File: config.mk
export PLATFORM = sky130hd
export DESIGN_NAME = ov7670_reg_cfg
export DESIGN_NICKNAME = d
export VERILOG_FILES = /design/src/rtl/ov7670_reg_cfg.sv
export SDC_FILE = /design/constraint.sdc
export NUM_CORES = 1
export LEC_CHECK = 0
export BUFFER_PORTS_ARGS = -buffer_cell sky130_fd_sc_hd__buf_4
export CORE_MARGIN = 2
export CORE_UTILIZATION = 61
export CTS_CLUSTER_SIZE = 24
export DETAILED_ROUTE_END_ITERATION = 8
export HOLD_SLACK_MARGIN = 0.03
export PLACE_DENSITY = 0.82
export SETUP_SLACK_MARGIN = 0.5
export SLEW_MARGIN = 25
export SYNTH_ARGS = -nofsm -noshare
export SYNTH_HDL_FRONTEND = slang
export SYNTH_SLANG_ARGS = --single-unit
File: constraint.sdc
create_clock -name sclk -period 6.13 [get_ports sclk]
set_input_delay 0 -clock sclk [delete_from_list [all_inputs] [get_ports sclk]]
set_output_delay 0 -clock sclk [all_outputs]
set_load 0.05 [all_outputs]
File: src/rtl/ov7670_reg_cfg.sv
// OV7670 register-initialisation sequencer: walks an {addr,data} LUT and issues
// one SCCB write per entry, with timeout/retry and a settling delay after COM7 soft reset.
module ov7670_reg_cfg #(
  parameter logic [7:0]  REG_NUM      = 8'd165,
  parameter logic [15:0] GAP_CYC      = 16'd200,
  parameter logic [19:0] TIMEOUT_CYC  = 20'd50_000,
  parameter logic [1:0]  MAX_RETRY    = 2'd3,
  parameter logic [19:0] RST_WAIT_CYC = 20'd500_000
) (
  input  logic        sclk,
  input  logic        rst_n,
  input  logic        init_en,
  input  logic        cfg_restart,
  output logic [7:0]  lut_index,
  input  logic [15:0] lut_data,
  output logic        sccb_req,
  output logic [7:0]  sccb_addr,
  output logic [7:0]  sccb_data,
  input  logic        sccb_done,
  output logic        cfg_busy,
  output logic        cfg_done,
  output logic        cfg_err,
  output logic [7:0]  err_index
);

  typedef enum logic [2:0] {
    WAIT_INIT, FETCH, REQ, BUSY, GAP, RST_WAIT, DONE, ERROR
  } state_t;

  state_t      state, state_nxt;
  logic [19:0] cnt;
  logic [1:0]  retry_cnt;
  logic [20:0] cnt_inc;
  logic        gap_end, rst_end, tmo_hit, fetch_end, last_idx, com7_rst;
  logic        idx_adv, retry_inc, retry_clr, restart_clr;

  // Thresholds compare against cnt+1 so a zero-length parameter still exits after one cycle.
  always_comb begin
    cnt_inc   = {1'b0, cnt} + 21'd1;
    gap_end   = cnt_inc >= {5'd0, GAP_CYC};
    rst_end   = cnt_inc >= {1'b0, RST_WAIT_CYC};
    tmo_hit   = cnt_inc >= {1'b0, TIMEOUT_CYC};
    fetch_end = (cnt != '0);
    last_idx  = (lut_index == REG_NUM - 8'd1);
    com7_rst  = (sccb_addr == 8'h12) && sccb_data[7];
  end

  always_comb begin
    state_nxt   = state;
    idx_adv     = 1'b0;
    retry_inc   = 1'b0;
    retry_clr   = 1'b0;
    restart_clr = 1'b0;
    case (state)
      WAIT_INIT: begin
        if (init_en) state_nxt = (REG_NUM == '0) ? DONE : FETCH;
      end
      FETCH: begin
        if (fetch_end) state_nxt = REQ;
      end
      REQ: state_nxt = BUSY;
      BUSY: begin
        if (sccb_done) begin
          retry_clr = 1'b1;
          state_nxt = com7_rst ? RST_WAIT : GAP;
        end else if (tmo_hit) begin
          if (retry_cnt == MAX_RETRY) begin
            state_nxt = ERROR;
          end else begin
            retry_inc = 1'b1;
            state_nxt = GAP;
          end
        end
      end
      GAP, RST_WAIT: begin
        // A nonzero retry count here means the last attempt timed out: re-issue the same entry.
        if ((state == GAP) ? gap_end : rst_end) begin
          if (retry_cnt != '0) begin
            state_nxt = FETCH;
          end else if (last_idx) begin
            state_nxt = DONE;
          end else begin
            idx_adv   = 1'b1;
            state_nxt = FETCH;
          end
        end
      end
      DONE, ERROR: begin
        if (cfg_restart) begin
          restart_clr = 1'b1;
          state_nxt   = WAIT_INIT;
        end
      end
      default: state_nxt = WAIT_INIT;
    endcase
  end

  always_ff @(posedge sclk or negedge rst_n) begin
    if (!rst_n) begin
      state     <= WAIT_INIT;
      cnt       <= '0;
      retry_cnt <= '0;
      lut_index <= '0;
      sccb_req  <= 1'b0;
      sccb_addr <= '0;
      sccb_data <= '0;
      err_index <= '0;
    end else begin
      state <= state_nxt;
      if (state_nxt != state) cnt <= '0;
      else if (cnt != '1)     cnt <= cnt + 20'd1;
      sccb_req <= (state_nxt == BUSY);
      if (state == FETCH && fetch_end) begin
        sccb_addr <= lut_data[15:8];
        sccb_data <= lut_data[7:0];
      end
      if (restart_clr || retry_clr) retry_cnt <= '0;
      else if (retry_inc)           retry_cnt <= retry_cnt + 2'd1;
      if (restart_clr)  lut_index <= '0;
      else if (idx_adv) lut_index <= lut_index + 8'd1;
      if (state_nxt == ERROR && state != ERROR) err_index <= lut_index;
    end
  end

  always_comb begin
    cfg_busy = state inside {FETCH, REQ, BUSY, GAP, RST_WAIT};
    cfg_done = (state == DONE);
    cfg_err  = (state == ERROR);
  end

endmodule

==> results.md <==
- Status: complete, no violations
- Post-synthesis mux area share: between 9 and 10%
- Least-Margin Pin Slew: a little over 1 ns
- Clk buf depth: 2
- Fmax achieved: about 240 MHz
- Cells on worst reg2reg path: 11
- # IOs: 57
- Pre-CTS setup slack: 2.064 ns
- Clock period minus worst slack: about 4 ns
- Final hold vios: 0
- Area of the core: roughly 5500 sq um
- Sequential power share: 29.9%
- RSZ-0062 raised after global routing: false
- Worst EP arrival: roughly 4.4 ns
- Synth warn: 0
- Cts bufs inserted: 9
- Clock network fraction of total power: 20.2%
- Setup Buffers After CTS: 0
- Pre-Repair DR Iteration Count: 5
- Comb pwr share: between 40% and 50%
- Synth Area in Compound Gates: between 10% and 20%
- Number of max-cap violations: 0
- Slowest-stage cell, CP: mux2_2
- DIE AREA: approximately 6400 sq um
- Clock sinks: 58
- Synthesis-stage register bit count: 58
- Internal power: roughly 1.1 mW
- Period utilization: around 67%
- Share of layout cells above drive strength 1: 25.87%
- Critical Path Max Stage Delay: between 0.5 and 0.6 ns
- Largest family of logic cells by synthesized area: simple AND/OR/NAND/NOR gates
- Post-Synth XOR/XNOR Area: under 10%
- Max Slew Vio Count: 0
- CP Class: reg2reg
- Synth unique cells: roughly 60
- Worst Hold Endpoint: retry_cnt[0]
- Switching fraction of total power: 47.09%
- FF-to-FF setup slack: a little over 2 ns
- Crit. End Element: flip-flop
- R2r startpoint: cnt[0]
- Rows: 27
- Worst Hold Class: in2reg
- Port bufs: 56
- Critical path depth: 11
- First DRT Iteration DRCs: 196
- Commonest non-fill, non-tap cell in the layout: dfrtp_1
- Gpl congestion: between 0.9 and 1
- DR WL/cell: ~18 um
- DRC violations left: 0
- Vias: 3193
- Post-Syn Instances: 359
- Top FF cell, synth: dfrtp_1
- Synth Area in Adders: between 2 and 2.5%
- Worst-path maximum fanout: 20
- WHS: approximately 0.13 ns
- Switch Pwr: just under 1 mW
- Synth Net Count: between 300 and 400
- Critical path startpoint category: flip-flop
- Mapped Area: 3497 sq um
- Clk slew on worst S/H paths: 0.07 ns
- Crit path max-delay family: simple AND/OR/NAND/NOR gates
- Post-synth ARST share: between 90% and 100%
- Setup violators final: 0
- Worst skew pair latency: 0.35 ns
- CTS tree: yes
- Pwr Density: 485.6 nW/um^2
- Sequential fraction of the synthesis area: around 42%
- ANT cells: 0
- Critical Path, Cell by Cell: ha_1, nand3_2, nor4_1, xor2_1, or4_1, o211ai_2, a21o_2, mux2i_1, o211a_1, mux2_2, a2111oi_4
- Setup tns final: 0 ns
- WHS Path Cells: 4
- Min-Delay Startpoint: sccb_done
- Tot Pwr: about 2.1 mW
- Worst EP required: 6.38 ns
- Fillcell total: between 300 and 400
- H-tree depth: 3
- VDD IR max: roughly 0.47 mV
- DP HPWL: between 5000 and 6000 um
- Post-synthesis simple-gate area fraction: roughly 22%
- Die width: around 80 um
- Via density: 6.373
- Total GRT Usage: 30.68%
- Most frequent cells in the layout: dfrtp_1 (58), buf_4 (56), nor2_1 (30)
- Finished Core Util: approximately 79%
- Number of global-route vias before repair: slightly above 3k
- Post-route ant nets: 0
- Syn-to-layout area delta: 23.72%
- Antenna violations before repair: 0
- Rel. slew slack: a little under a third
- Post-Route WL: ~9000 um
- GR Overflow Total: 0
- Initial Utilization: 63.51%
- Setup Skew: approximately 0.015 ns
- Die Ht: 79.72 um
- First-pass GRT wire length: 14940 um
- Post-synth EDFFs: 0
- Lkg Pwr: around 1.8 nW
- CTS root buf: clkbuf_8
- Bufs and invs on worst path: 0
- Post-route setup slack: a little over 2 ns
- Nets: roughly 450
- Critical R2R Capture: cnt[18]
- Avg Inst Size Synth: a little under 10 sq um
- Largest net degree at the start of global routing: ~60
-- per-stage QoR --
step / std cells / area, sq um
3_3_place_gp: 467 / 3914
5_1_grt: 501 / 4327
2_1_floorplan: 359 / 3497
4_1_cts: 501 / 4327
6_report: 501 / 4327
3_5_place_dp: 467 / 3914
-- cell usage after synthesis (3+ instances only) --
cell type  number  area [sq um]
dfrtp_1        58          1451
nor2_1         30         112.6
mux2_2         25         281.5
nand2_1        25         93.84
inv_1          19         71.32
nor3_1         19         95.09
nand3_1        15         75.07
clkbuf_1       14         52.55
a211oi_1       13         97.59
xnor2_1        13         113.9
a21oi_1        12         60.06
nor4_1         11         68.82
o21ai_0        11         55.05
ha_1            6         75.07
mux2i_1         6         60.06
xor2_1          6         52.55
and3_1          4         25.02
nand2b_1        4         25.02
nand4_1         4         25.02
nor4b_1         4         35.03
a311oi_1        3         26.28
a31oi_1         3         18.77
and4_1          3         26.28
buf_2           3         15.01
or3_1           3         18.77
-- worst max path at each step --
stage	start	endpoint	slack [ns]
after floorplan	cnt[0]	cnt[18]	2.47
after global placement	cnt[4]	cnt[18]	2.19
after global routing	cnt[0]	cnt[18]	1.76
final	cnt[0]	cnt[18]	2.02
after CTS	cnt[0]	cnt[18]	2.03
after detailed placement	cnt[0]	cnt[18]	2.06
-- what timing repair did --
action / 4_1_cts / 5_1_grt
hold buffers: 18 / 0
endpoints found under the hold margin: 75 / 0
resized for setup: 0 / 0
-- final cells by class --
class	instances	area [sq um]	area share [%]
multi-input combinational	262	1881	43.46
sequential	58	1451	33.55
timing repair buffer	74	600.6	13.88
clock buffer	10	127.6	2.950
clock inverter	6	105.1	2.429
tap	72	90.09	2.082
inverter	19	71.32	1.648
-- power by group through the flow --
stage / sequential (mW) / combinational, mW / clock (mW)
finish: 0.628 / 1.05 / 0.425
global route: 0.644 / 1.11 / 0.447
CTS: 0.619 / 1.03 / 0.426
detailed placement: 0.624 / 1.02 / 0
global placement: 0.618 / 1.00 / 0
floorplan: 0.946 / 0.423 / 0
-- cell families (layout without fill, tap and decap cells) --
group / after synthesis / count (layout)
muxes: 31 / 31
and+or+nand+nor: 140 / 140
buffers and inverters: 39 / 109
DFF: 58 / 58
adders and majority gates: 6 / 6
xor gates and xnor gates: 19 / 19
AOI/OAI and AO/OA: 66 / 66
-- tightest hold or removal path, delay by kind of cell --
family / cells / cell delay (ns)
AND/OR/NAND/NOR: 2 / 0.25
AO/OA/AOI/OAI: 1 / 0.08
buffers and inverters: 1 / 0.10
-- flip-flops by register name, indices dropped and copies added (netlist names) --
| name | flops |
|---|---|
| state | 3 |
| cnt | 20 |
| retry_cnt | 2 |
| sccb_addr | 8 |
| lut_index | 8 |
| sccb_req | 1 |
| err_index | 8 |
| sccb_data | 8 |
-- layer usage --
metal	track usage, %	share of wire [%]	vias to the layer above
li1	-	-	1450
met1	39.36	40	1556
met2	48.24	49	154
met3	8.371	7.1	33
met4	14.48	3.7	0
met5	0	0	-
(Power assumes the default switching activity.)
